===== src/rtl/dcache_refill_ctrl_if.sv =====
// Main-memory beat bus between the refill engine (master) and memory (slave).
// Handshake: a beat completes in any cycle where o_mem_req and i_mem_ack are both 1;
// address/we/wdata hold until then, and an ack while o_mem_req=0 is ignored.
interface dcache_refill_ctrl_if;
  logic        o_mem_req;
  logic        o_mem_we;
  logic [31:0] o_mem_addr;
  logic [31:0] o_mem_wdata;
  logic        i_mem_ack;
  logic [31:0] i_mem_rdata;

  modport master (
    output o_mem_req, o_mem_we, o_mem_addr, o_mem_wdata,
    input  i_mem_ack, i_mem_rdata
  );

  modport slave (
    input  o_mem_req, o_mem_we, o_mem_addr, o_mem_wdata,
    output i_mem_ack, i_mem_rdata
  );
endinterface


===== src/rtl/dcache_refill_ctrl.sv =====
// Data-cache refill engine: optional dirty-victim writeback, then a 4-word line
// fetch written into the four columns through a one-hot fill write enable.
module dcache_refill_ctrl #(
  parameter  int INDEX_BITS = 3,
  localparam int TAG_BITS   = 32 - INDEX_BITS - 4
) (
  input  logic                  clk,
  input  logic                  rst,
  input  logic                  i_miss_req,
  input  logic [31:0]           i_miss_addr,
  input  logic                  i_dirty,
  input  logic [TAG_BITS-1:0]   i_victim_tag,
  input  logic [127:0]          i_line_data,
  output logic                  o_busy,
  output logic                  o_done,
  output logic [INDEX_BITS-1:0] o_index,
  output logic [3:0]            o_weB,
  output logic [31:0]           o_fill_data,
  output logic [1:0]            o_dbg_state,
  dcache_refill_ctrl_if.master  mem
);

  typedef enum logic [1:0] {S_IDLE, S_WB, S_FILL, S_DONE} state_t;

  state_t                state_q, state_d;
  logic [1:0]            k_q, k_d;
  logic [TAG_BITS-1:0]   miss_tag_q;
  logic [INDEX_BITS-1:0] index_q;
  logic [TAG_BITS-1:0]   victim_tag_q;
  logic [127:0]          line_q;
  logic [3:0]            weB_q;
  logic [31:0]           fill_q;

  logic        mem_req;
  logic        mem_we;
  logic [31:0] mem_addr;
  logic [31:0] mem_wdata;
  logic        unused_addr_bits;

  assign unused_addr_bits = ^i_miss_addr[3:0];

  always_comb begin
    state_d   = state_q;
    k_d       = k_q;
    mem_req   = 1'b0;
    mem_we    = 1'b0;
    mem_addr  = '0;
    mem_wdata = '0;
    case (state_q)
      S_IDLE: begin
        if (i_miss_req) begin
          state_d = i_dirty ? S_WB : S_FILL;
          k_d     = 2'd0;
        end
      end
      S_WB: begin
        mem_req   = 1'b1;
        mem_we    = 1'b1;
        mem_addr  = {victim_tag_q, index_q, k_q, 2'b00};
        mem_wdata = line_q[{k_q, 5'd0} +: 32];
        if (mem.i_mem_ack) begin
          k_d = k_q + 2'd1;
          if (k_q == 2'd3) state_d = S_FILL;
        end
      end
      S_FILL: begin
        mem_req  = 1'b1;
        mem_addr = {miss_tag_q, index_q, k_q, 2'b00};
        if (mem.i_mem_ack) begin
          k_d = k_q + 2'd1;
          if (k_q == 2'd3) state_d = S_DONE;
        end
      end
      S_DONE: state_d = S_IDLE;
      default: state_d = S_IDLE;
    endcase
  end

  // Victim line is buffered at accept so column writes during the refill cannot corrupt it.
  always_ff @(posedge clk or posedge rst) begin
    if (rst) begin
      state_q      <= S_IDLE;
      k_q          <= 2'd0;
      miss_tag_q   <= '0;
      index_q      <= '0;
      victim_tag_q <= '0;
      line_q       <= '0;
      weB_q        <= 4'b0000;
      fill_q       <= '0;
    end else begin
      state_q <= state_d;
      k_q     <= k_d;
      if (state_q == S_IDLE && i_miss_req) begin
        miss_tag_q   <= i_miss_addr[31:INDEX_BITS+4];
        index_q      <= i_miss_addr[INDEX_BITS+3:4];
        victim_tag_q <= i_victim_tag;
        line_q       <= i_line_data;
      end
      weB_q <= 4'b0000;
      if (state_q == S_FILL && mem.i_mem_ack) begin
        weB_q  <= 4'b0001 << k_q;
        fill_q <= mem.i_mem_rdata;
      end
    end
  end

  assign mem.o_mem_req   = mem_req;
  assign mem.o_mem_we    = mem_we;
  assign mem.o_mem_addr  = mem_addr;
  assign mem.o_mem_wdata = mem_wdata;

  assign o_busy      = (state_q != S_IDLE);
  assign o_done      = (state_q == S_DONE);
  assign o_index     = index_q;
  assign o_weB       = weB_q;
  assign o_fill_data = fill_q;
  assign o_dbg_state = state_q;

endmodule

===== src/flat_wrapper.sv =====
// flat-port wrapper written by rule: the top's interface ports become plain ports
module dcache_refill_ctrl_flat 
#(
  parameter  int INDEX_BITS = 3,
  localparam int TAG_BITS   = 32 - INDEX_BITS - 4
)
  (clk, rst, i_miss_req, i_miss_addr, i_dirty, i_victim_tag, i_line_data, o_busy, o_done, o_index, o_weB, o_fill_data, o_dbg_state, mem_o_mem_req, mem_o_mem_we, mem_o_mem_addr, mem_o_mem_wdata, mem_i_mem_ack, mem_i_mem_rdata);
  dcache_refill_ctrl_if mem_i ();
  input  logic clk;
  input  logic rst;
  input  logic i_miss_req;
  input  logic [31:0] i_miss_addr;
  input  logic i_dirty;
  input  logic [TAG_BITS-1:0] i_victim_tag;
  input  logic [127:0] i_line_data;
  output logic o_busy;
  output logic o_done;
  output logic [INDEX_BITS-1:0] o_index;
  output logic [3:0] o_weB;
  output logic [31:0] o_fill_data;
  output logic [1:0] o_dbg_state;
  output wire logic [$bits(mem_i.o_mem_req)-1:0] mem_o_mem_req;
  output wire logic [$bits(mem_i.o_mem_we)-1:0] mem_o_mem_we;
  output wire logic [$bits(mem_i.o_mem_addr)-1:0] mem_o_mem_addr;
  output wire logic [$bits(mem_i.o_mem_wdata)-1:0] mem_o_mem_wdata;
  input wire logic [$bits(mem_i.i_mem_ack)-1:0] mem_i_mem_ack;
  input wire logic [$bits(mem_i.i_mem_rdata)-1:0] mem_i_mem_rdata;
  assign mem_o_mem_req = mem_i.o_mem_req;
  assign mem_o_mem_we = mem_i.o_mem_we;
  assign mem_o_mem_addr = mem_i.o_mem_addr;
  assign mem_o_mem_wdata = mem_i.o_mem_wdata;
  assign mem_i.i_mem_ack = mem_i_mem_ack;
  assign mem_i.i_mem_rdata = mem_i_mem_rdata;
  dcache_refill_ctrl #(.INDEX_BITS(INDEX_BITS)) u_core (.clk(clk), .rst(rst), .i_miss_req(i_miss_req), .i_miss_addr(i_miss_addr), .i_dirty(i_dirty), .i_victim_tag(i_victim_tag), .i_line_data(i_line_data), .o_busy(o_busy), .o_done(o_done), .o_index(o_index), .o_weB(o_weB), .o_fill_data(o_fill_data), .o_dbg_state(o_dbg_state), .mem(mem_i));
endmodule

===== config.mk =====
export PLATFORM = sky130hd
export DESIGN_NAME = dcache_refill_ctrl_flat
export DESIGN_NICKNAME = d
export VERILOG_FILES = /design/src/rtl/dcache_refill_ctrl_if.sv /design/src/rtl/dcache_refill_ctrl.sv /design/src/flat_wrapper.sv
export SDC_FILE = /design/constraint.sdc
export NUM_CORES = 1
export LEC_CHECK = 0
export CELL_PAD_IN_SITES_DETAIL_PLACEMENT = 1
export CELL_PAD_IN_SITES_GLOBAL_PLACEMENT = 2
export CORE_MARGIN = 3
export CORE_UTILIZATION = 31
export CTS_CLUSTER_SIZE = 20
export DETAILED_ROUTE_END_ITERATION = 10
export PLACE_DENSITY = 0.84
export RECOVER_POWER = 50
export SLEW_MARGIN = 15
export SYNTH_ARGS = -nofsm -noshare
export SYNTH_HDL_FRONTEND = slang
export SYNTH_SLANG_ARGS = --single-unit

===== constraint.sdc =====
create_clock -name clk -period 9.1 [get_ports clk]
set_input_delay 0.91 -clock clk [delete_from_list [all_inputs] [get_ports clk]]
set_output_delay 0.91 -clock clk [all_outputs]
set_load 0.01 [all_outputs]

==> results.sh <==
export IMPL_status="complete, but fails checks"
export IMPL_violations="max-capacitance violations, max-slew violations"
export IMPL_num_rows=64
export IMPL_globalplace_congestion=0.711
export IMPL_setup_worst_path_class="flip-flop to flip-flop"
export IMPL_cts_tree="built"
export IMPL_worstPathRequired_ps=9510
export IMPL_dieArea_sq_um=33600
export IMPL_setup_tns_ps=0
export IMPL_num_nets_final=1193
export IMPL_post_dp_cell_area_sq_um=13300
export IMPL_core_area_sq_um=30800
export IMPL_stdcell_area_sq_um=14200
export IMPL_p_leak_nw=5.84
export IMPL_synth_area_leaders="dfrtp_1, mux2_2, mux4_2"
export IMPL_r2r_cells=5
export IMPL_place_ws_ps=5440
export IMPL_cts_buffer_depth=3
export IMPL_drt_pass1_iter_count=4
export IMPL_clockRootBuffer="clkbuf_16"
export IMPL_cp_arrival_ps=6180
export IMPL_crit_fanout=104
export IMPL_cp_end_kind="flip-flop"
export IMPL_grt_pass1_vias=7289
export IMPL_grt_max_degree=105
export IMPL_cp_start_kind="flip-flop"
export IMPL_grt_pass1_wl_um=42600
export IMPL_yosysTopAreaCell="dfrtp_1"
export IMPL_reg2reg_from="u_core.o_dbg_state[1]"
export IMPL_fillerInstances=3127
export IMPL_syn_area_per_cell_sq_um=15.2
export IMPL_diodes=0
export IMPL_setup_ws_ps=3340
export IMPL_clkLatencyLatePin_ps=530
export IMPL_synth_edff_count=0
export IMPL_min_path_type="flip-flop to flip-flop"
export IMPL_ys_async_sr_fraction_pct=100
export IMPL_antenna_left=0
export IMPL_min_period_over_period_pct=63.3
export IMPL_cts_buffers=27
export IMPL_cts_sinks=221
export IMPL_wl_per_cell_um=20.3
export IMPL_min_to="u_core.o_fill_data[12]"
export IMPL_yosysUniqueCellTypes=28
export IMPL_final_util_pct=46.2
export IMPL_clk_pin_slew_ps=60
export IMPL_vias_per_cell=4.75
export IMPL_die_x_um=183
export IMPL_worst_pin_slew_ps=4490
export IMPL_grt_usage_pct=16.2
export IMPL_hold_ws_ps=497
export IMPL_p_per_area_nw_per_um2=341
export IMPL_min_delay_path_depth=1
export IMPL_postCtsSetupRepairBufs=0
export IMPL_htree_levels=1
export IMPL_start_util_pct=31.7
export IMPL_synth_top_area_share_pct=56.7
export IMPL_setup_viol=0
export IMPL_ys_warn_count=0
export IMPL_fin_crit_ps=5760
export IMPL_io_pins=331
export IMPL_finalHoldViolCount=0
export IMPL_cts_resized=0
export IMPL_die_y_um=183
export IMPL_routed_wl_um=28000
export IMPL_min_from="u_core.o_fill_data[12]"
export IMPL_r2r_slack_ps=3340
export IMPL_max_slew_margin_rel_pct=-199
export IMPL_max_cap_viol_count=4
export IMPL_ys_ff_latch=221
export IMPL_finalClockSkew_ps=7.47
export IMPL_clock_fmax_mhz=173
export IMPL_antenna_found_initial=1
export IMPL_yosysMostFrequentCell="dfrtp_1"
export IMPL_drc=0
export IMPL_via_count=6547
export IMPL_ir_drop_mv=0.183
export IMPL_drive_above_1_share_pct=30.4
export IMPL_slew_viol_final=254
export IMPL_port_buffers=324
export IMPL_area_delta_synth_final_pct=45.8
export IMPL_reg2reg_to="u_core.line_q[76]"
export IMPL_synth_common_cells="dfrtp_1, mux2_2, and2_1, nor2_1, mux4_2"
export IMPL_rsz0062_at_grt="false"
export IMPL_syn_area_sq_um=9760
export IMPL_hold_buffers=0
export IMPL_dp_hpwl_um=19600
export IMPL_grt_overflow_total=0
export IMPL_drtIter0Drc=172
export IMPL_yosys_most_used_dff="dfrtp_1"
export IMPL_syn_inst=642
export IMPL_ys_seq_area_share_pct=56.7
==> how the worst max path moves through the flow <==
stage / to / startpoint / slack (ps) / cells after the start
floorplan: u_core.k_q[0] / rst / 2140 / 1
global placement: mem_o_mem_addr[5] / u_core.o_dbg_state[1] / 5440 / 7
detailed placement: mem_o_mem_addr[6] / u_core.o_dbg_state[1] / 5440 / 7
CTS: mem_o_mem_addr[6] / u_core.o_dbg_state[1] / 4850 / 7
global route: u_core.line_q[76] / u_core.o_dbg_state[1] / 2790 / 5
finish: u_core.line_q[76] / u_core.o_dbg_state[1] / 3340 / 5
==> worst max-delay path, cell delays in order, from the launching register on <==
cell and delay [ps]:
dfrtp_1 460, inv_1 130, ha_1 250, nand2_1 3160
buf_4 1150, mux2_2 420
==> final cells by class <==
cell class	instances	area (sq um)	area share (%)
clock buffers	39	791	5.56
well taps	396	495	3.48
multi-input cells	371	3950	27.8
inverters	7	27.5	0.193
clock inverters	11	136	0.958
repair buffers	332	3300	23.2
flip-flops and latches	221	5530	38.9
==> per-stage QoR <==
stage / power (mW) / instances
CTS: 4.93 / 1377
global placement: 3.71 / 1327
floorplan: 2.94 / 643
detailed placement: 3.78 / 1327
finish: 4.85 / 1377
global route: 5.17 / 1377
==> flip-flops by register name (all words and copies together) (netlist names) <==
| signal | flops |
|---|---|
| u_core.line_q | 128 |
| u_core.k_q | 2 |
| u_core.o_weB | 4 |
| u_core.o_dbg_state | 2 |
| u_core.miss_tag_q | 25 |
| u_core.o_fill_data | 32 |
| u_core.o_index | 3 |
| u_core.victim_tag_q | 25 |
==> cell families (layout without fill, tap and decap cells) <==
group	count (synthesis)	in the layout	synth area share [%]
flip-flops	221	221	56.7
AND/OR/NAND/NOR	79	79	4.19
AO/OA/AOI/OAI	30	30	2.31
buffers and inverters	51	389	2.88
multiplexers	249	249	32.5
adder cells (fa/ha/maj)	11	11	1.41
other	1	2	0.0384
==> placed cells by master (no fill, tap or decap), types with 2 or more instances in the layout <==
cell and count:
clkdlybuf4s50_1 294, dfrtp_1 220, mux2_2 214, and2_1 35, nor2_1 30, dlygate4sd3_1 30
mux4_2 29, clkbuf_16 27, a22oi_1 25, ha_1 10, clkbuf_1 7, clkbuf_8 7
clkinv_2 6, buf_4 6, inv_1 5, nand2_1 4, and3_1 4, mux4_1 3
mux2i_1 3, bufinv_16 3, nand2b_1 2, nor2b_1 2, o221ai_1 2, o31ai_1 2
conb_1 2
==> routing by layer <==
| metal | up-vias | routed length, um | global-route usage, % |
|---|---|---|---|
| met5 | - | 13 | 0 |
| li1 | 2943 | - | - |
| met1 | 3352 | 10800 | 19.1 |
| met3 | 42 | 2250 | 5.42 |
| met4 | 2 | 729 | 4.08 |
| met2 | 208 | 14200 | 28.5 |
==> power by group <==
group,switching (mW),total (mW),leakage [nW],internal (mW)
sequential,0.267,1.75,2.61,1.48
combinational,0.773,1.99,2.77,1.22
clock,0.419,1.10,0.459,0.686
Power figures use the tool's default switching activity.
